File: src/rtl/data_memory_arbiter.sv
// Round-robin arbiter sharing one single-port data memory between a CPU port (0) and a loader port (1).
// Define DMEM_ARB_FIXED_PRIORITY_EN to make port 0 win every tie instead of alternating.
module data_memory_arbiter #(
  parameter int DATA_WIDTH = 32,
  parameter int ADDR_WIDTH = 32,
  parameter int MEM_BYTES  = 1024
) (
  input  logic                  clk_i,
  input  logic                  reset_i,
  input  logic                  req0_i,
  input  logic                  wr0_i,
  input  logic [ADDR_WIDTH-1:0] addr0_i,
  input  logic [DATA_WIDTH-1:0] wdata0_i,
  output logic                  ack0_o,
  output logic [DATA_WIDTH-1:0] rdata0_o,
  output logic                  err0_o,
  input  logic                  req1_i,
  input  logic                  wr1_i,
  input  logic [ADDR_WIDTH-1:0] addr1_i,
  input  logic [DATA_WIDTH-1:0] wdata1_i,
  output logic                  ack1_o,
  output logic [DATA_WIDTH-1:0] rdata1_o,
  output logic                  err1_o,
  output logic [ADDR_WIDTH-1:0] memAddress_o,
  output logic [DATA_WIDTH-1:0] memWriteData_o,
  output logic                  memWriteEnable_o,
  input  logic [DATA_WIDTH-1:0] memReadData_i,
  output logic                  busy_o
);

  localparam logic [1:0] IDLE  = 2'd0;
  localparam logic [1:0] SERVE = 2'd1;
  localparam logic [1:0] ACK   = 2'd2;

  localparam logic [ADDR_WIDTH-1:0] WORD_MASK = ~ADDR_WIDTH'(3);
  localparam logic [ADDR_WIDTH-1:0] MEM_LIMIT = ADDR_WIDTH'(MEM_BYTES);

  logic [1:0]            state_q, state_d;
  logic                  winner_q, winner_d;
  logic                  lastServed_q, lastServed_d;
  logic                  wr_q, wr_d;
  logic [ADDR_WIDTH-1:0] memAddress_q, memAddress_d;
  logic [DATA_WIDTH-1:0] memWriteData_q, memWriteData_d;
  logic [DATA_WIDTH-1:0] rdata0_q, rdata0_d;
  logic [DATA_WIDTH-1:0] rdata1_q, rdata1_d;
  logic                  ack0_q, ack0_d;
  logic                  ack1_q, ack1_d;
  logic                  err0_q, err0_d;
  logic                  err1_q, err1_d;

  logic                  grant;
  logic                  inRange;
  logic [ADDR_WIDTH-1:0] addrSel;
  logic [DATA_WIDTH-1:0] captureData;

  assign inRange     = (memAddress_q < MEM_LIMIT);
  assign captureData = inRange ? memReadData_i : '0;

  // grant is only meaningful when at least one request is pending
  always_comb begin
`ifdef DMEM_ARB_FIXED_PRIORITY_EN
    grant = ~req0_i;
`else
    grant = (req0_i & req1_i) ? ~lastServed_q : ~req0_i;
`endif
    addrSel = grant ? addr1_i : addr0_i;
  end

  always_comb begin
    state_d        = state_q;
    winner_d       = winner_q;
    lastServed_d   = lastServed_q;
    wr_d           = wr_q;
    memAddress_d   = memAddress_q;
    memWriteData_d = memWriteData_q;
    rdata0_d       = rdata0_q;
    rdata1_d       = rdata1_q;
    ack0_d         = 1'b0;
    ack1_d         = 1'b0;
    err0_d         = 1'b0;
    err1_d         = 1'b0;

    case (state_q)
      IDLE: begin
        if (req0_i | req1_i) begin
          winner_d       = grant;
          wr_d           = grant ? wr1_i : wr0_i;
          memAddress_d   = addrSel & WORD_MASK;
          memWriteData_d = grant ? wdata1_i : wdata0_i;
          state_d        = SERVE;
        end
      end
      SERVE: begin
        // out-of-range accesses also clear the read data, writes included
        if (!wr_q || !inRange) begin
          if (winner_q) rdata1_d = captureData;
          else          rdata0_d = captureData;
        end
        ack0_d  = ~winner_q;
        ack1_d  = winner_q;
        err0_d  = ~winner_q & ~inRange;
        err1_d  = winner_q & ~inRange;
        state_d = ACK;
      end
      ACK: begin
        lastServed_d = winner_q;
        state_d      = IDLE;
      end
      default: state_d = IDLE;
    endcase
  end

  always_ff @(posedge clk_i) begin
    if (reset_i) begin
      state_q        <= IDLE;
      winner_q       <= 1'b0;
      lastServed_q   <= 1'b1;
      wr_q           <= 1'b0;
      memAddress_q   <= '0;
      memWriteData_q <= '0;
      rdata0_q       <= '0;
      rdata1_q       <= '0;
      ack0_q         <= 1'b0;
      ack1_q         <= 1'b0;
      err0_q         <= 1'b0;
      err1_q         <= 1'b0;
    end else begin
      state_q        <= state_d;
      winner_q       <= winner_d;
      lastServed_q   <= lastServed_d;
      wr_q           <= wr_d;
      memAddress_q   <= memAddress_d;
      memWriteData_q <= memWriteData_d;
      rdata0_q       <= rdata0_d;
      rdata1_q       <= rdata1_d;
      ack0_q         <= ack0_d;
      ack1_q         <= ack1_d;
      err0_q         <= err0_d;
      err1_q         <= err1_d;
    end
  end

  // reset gates the strobe directly so a write racing a reset edge never lands
  assign memWriteEnable_o = (state_q == SERVE) & wr_q & inRange & ~reset_i;
  assign memAddress_o     = memAddress_q;
  assign memWriteData_o   = memWriteData_q;
  assign ack0_o           = ack0_q;
  assign ack1_o           = ack1_q;
  assign err0_o           = err0_q;
  assign err1_o           = err1_q;
  assign rdata0_o         = rdata0_q;
  assign rdata1_o         = rdata1_q;
  assign busy_o           = (state_q != IDLE);

endmodule

File: config.mk
export PLATFORM = sky130hd
export DESIGN_NAME = data_memory_arbiter
export DESIGN_NICKNAME = d
export VERILOG_FILES = /design/src/rtl/data_memory_arbiter.sv
export SDC_FILE = /design/constraint.sdc
export NUM_CORES = 1
export LEC_CHECK = 0
export CORE_MARGIN = 2
export CORE_UTILIZATION = 44
export DETAILED_ROUTE_END_ITERATION = 8
export MAX_ROUTING_LAYER = met4
export PLACE_DENSITY = 0.87
export SLEW_MARGIN = 20
export SYNTH_ARGS = -nofsm -noshare
export SYNTH_HDL_FRONTEND = slang
export SYNTH_SLANG_ARGS = --single-unit
File: constraint.sdc
create_clock -name clk_i -period 4.3 [get_ports clk_i]
set_input_delay 0.86 -clock clk_i [delete_from_list [all_inputs] [get_ports clk_i]]
set_output_delay 0.86 -clock clk_i [all_outputs]
set_load 0.01 [all_outputs]
==> impl_metrics.yaml <==
cts:
  ctsLongestPathBuffers: 2
  clock_sink_count: 135
  cts_resized: 0
  postCtsSetupBuffers: 0
  ctsHtreeMaxLevel: 4
  path_clk_slew_ps: 60
  hold_buffers: 0
  cts_buffers: 17
  worstSkewPairLatency_ps: 420
  cts_tree: "yes"
  cts_root_buf: "clkbuf_16"
grt:
  grt_pass1_vias: 5519
  grt_pass1_wl_um: 27900
  grt_use_total: 0.256
  grt_max_degree: 76
  grt.overflow.total: 0
  grt_antenna_before_repair: 0
setup_path:
  slowest_delay_ps: 730
  start_kind: "flop"
  required_ps: 3440
  critical_path_class: "flop to output pin"
  cp-end-kind: "output pin"
  cp_cell_sequence: "nor4_1 > or4b_4 > nor3_1 > clkdlybuf4s50_1"
  crit_fanout: 4
  crit_slowest_cell: "nor4_1"
  regToRegSetupSlack_ps: 1370
  cp.arrival_ps: 2870
layout:
  fillCellCount: 937
  fin_nets: 1012
  utilization: 0.716
  final_cells: 1034
  drive_above_1_share: 0.103
  antennaDiodeCount: 0
  area_growth_pct: 59.1
sta:
  post-route-period-util: 0.866
  fmax_mhz: 268
  setup_viol: 0
  fin_skew_ps: 8.86
  final_max_slew_viol_count: 0
  maxSlewHeadroom: 0.316
  setup_slack_ps: 575
  rsz0062_at_grt: "no"
  holdWs_ps: 459
  period_needed_ps: 3730
  tns_ps: 0
  hold_viol: 0
  worst_pin_slew_ps: 1030
yosys:
  synthTopCellsByArea: "dfxtp_1, mux2i_1, a211oi_1"
  ys_seq_elements: 135
  synth.avg_cell_area_um2: 10.4
  synthCells: 573
  netlist.area_leader.share: 0.453
  synth_edf_count: 0
  synth_ff_type: "dfxtp_1"
  synth_largest_area_cell: "dfxtp_1"
  netlist_area_um2: 5960
  ys_seq_area_frac: 0.453
  synth_warnings: 0
  yosysUniqueCellTypes: 31
  async_reset_ff_frac: 0
die:
  rows: 42
  die_h_um: 120
  fp.dieW_um: 120
  core_area_um2: 13200
  start_util: 0.450
  dieArea_um2: 14500
  ios: 300
routing:
  dr.pass1.iters: 4
  post_drt_wl_per_cell_um: 17.5
  wirelength_um: 18100
  routed_via_density: 5.08
  remaining_drc_errors: 0
  ant_nets: 0
  via_count: 5249
  drt_iter0_drc: 266
placed_design:
  gp_congestion: 0.805
  portBuffers: 293
  place_inst: 1003
  dpl.hpwl_um: 13100
  place_ws_ps: 959
power:
  power.leakage_nw: 3.89
  ir_drop_uv: 253
  power_density_nw_per_um2: 386
status:
  status: "finished clean"
hold_path:
  min_path_type: "flop to flop"
run:
  max_cap_viol_count: 0
[cell families after synthesis]
family / after synthesis / share of synthesized area
buffers and inverters: 56 / 0.0729
AOI/OAI and AO/OA: 70 / 0.0909
DFF: 135 / 0.453
and+or+nand+nor: 183 / 0.167
muxes: 128 / 0.215
other: 1 / 0.000629
[metal layers]
metal | up-vias | global-route usage | routed length [µm]
met3 | 34 | 0.0948 | 1560
met1 | 2428 | 0.259 | 6730
met4 | 0 | 0.0836 | 388
met5 | - | - | 0
li1 | 2559 | - | -
met2 | 228 | 0.457 | 9420
[cell usage in the layout (no fill, tap or decap), drive strengths merged, types with 4 or more instances in the layout]
cell type and instances:
clkdlybuf4s50 292, dfxtp 135, mux2i 128, nor2 74, a211oi 63, nand2 55, nand3 33, clkbuf 20
buf 11, inv 6, or2b 6, bufinv 5, nand2b 4, o21ai 4, clkinv 4
[report_power, final]
part | switching [mW] | total [mW] | leakage, nW | internal [mW]
registers | 0.0484 | 1.37 | 1.10 | 1.33
logic | 0.311 | 0.674 | 2.46 | 0.363
clock network | 0.535 | 1.61 | 0.318 | 1.07
total | 0.895 | 3.66 | 3.89 | 2.76
[flip-flops by register name, summed over array words and instances (netlist names), 2 cells and up]
register,cells
memWriteData_o,32
rdata0_o,32
rdata1_o,32
memAddress_o,30
state_q,2
[worst max-delay path: cells and delay by family (launching register included)]
kind / cells / cell delay, ps
buf+inv: 1 / 600
simple gates: 3 / 1510
flops: 1 / 320
[through the flow]
stage          total power [mW]  area [µm²]
2_1_floorplan              1.73        5960
3_3_place_gp               2.05        8820
3_5_place_dp               2.07        8820
4_1_cts                    3.68        9480
5_1_grt                    3.80        9480
6_report                   3.66        9480
[cells in the mapped netlist (3+ instances only)]
cell type,count
buf_1,7
nand2_1,55
or2b_2,6
nor2_1,74
mux2i_1,128
inv_1,6
a211oi_1,63
nand3_1,3
nand3_2,30
clkbuf_8,8
dfxtp_1,135
clkbuf_1,21
buf_12,6
buf_6,3
nand2b_1,4
[worst paths after layout]
check,start,end,cells past startpoint
worst min-delay path,rdata0_o[19],rdata0_o[19],2
worst max-delay path,memAddress_o[31],memWriteEnable_o,4
worst max register to register,memAddress_o[31],rdata0_o[15],5
worst min register to register,rdata0_o[19],rdata0_o[19],2
[final cells by class]
class,count,area [µm²],share of cell area
sequential,135,2700,0.285
tap,176,220,0.0232
inverter,6,22.5,0.00237
multi-input combinational,383,2850,0.300
clock buffer,20,467,0.0492
timing repair buffer,303,3030,0.319
clock inverter,11,196,0.0207
Power figures use the tool's default switching activity.
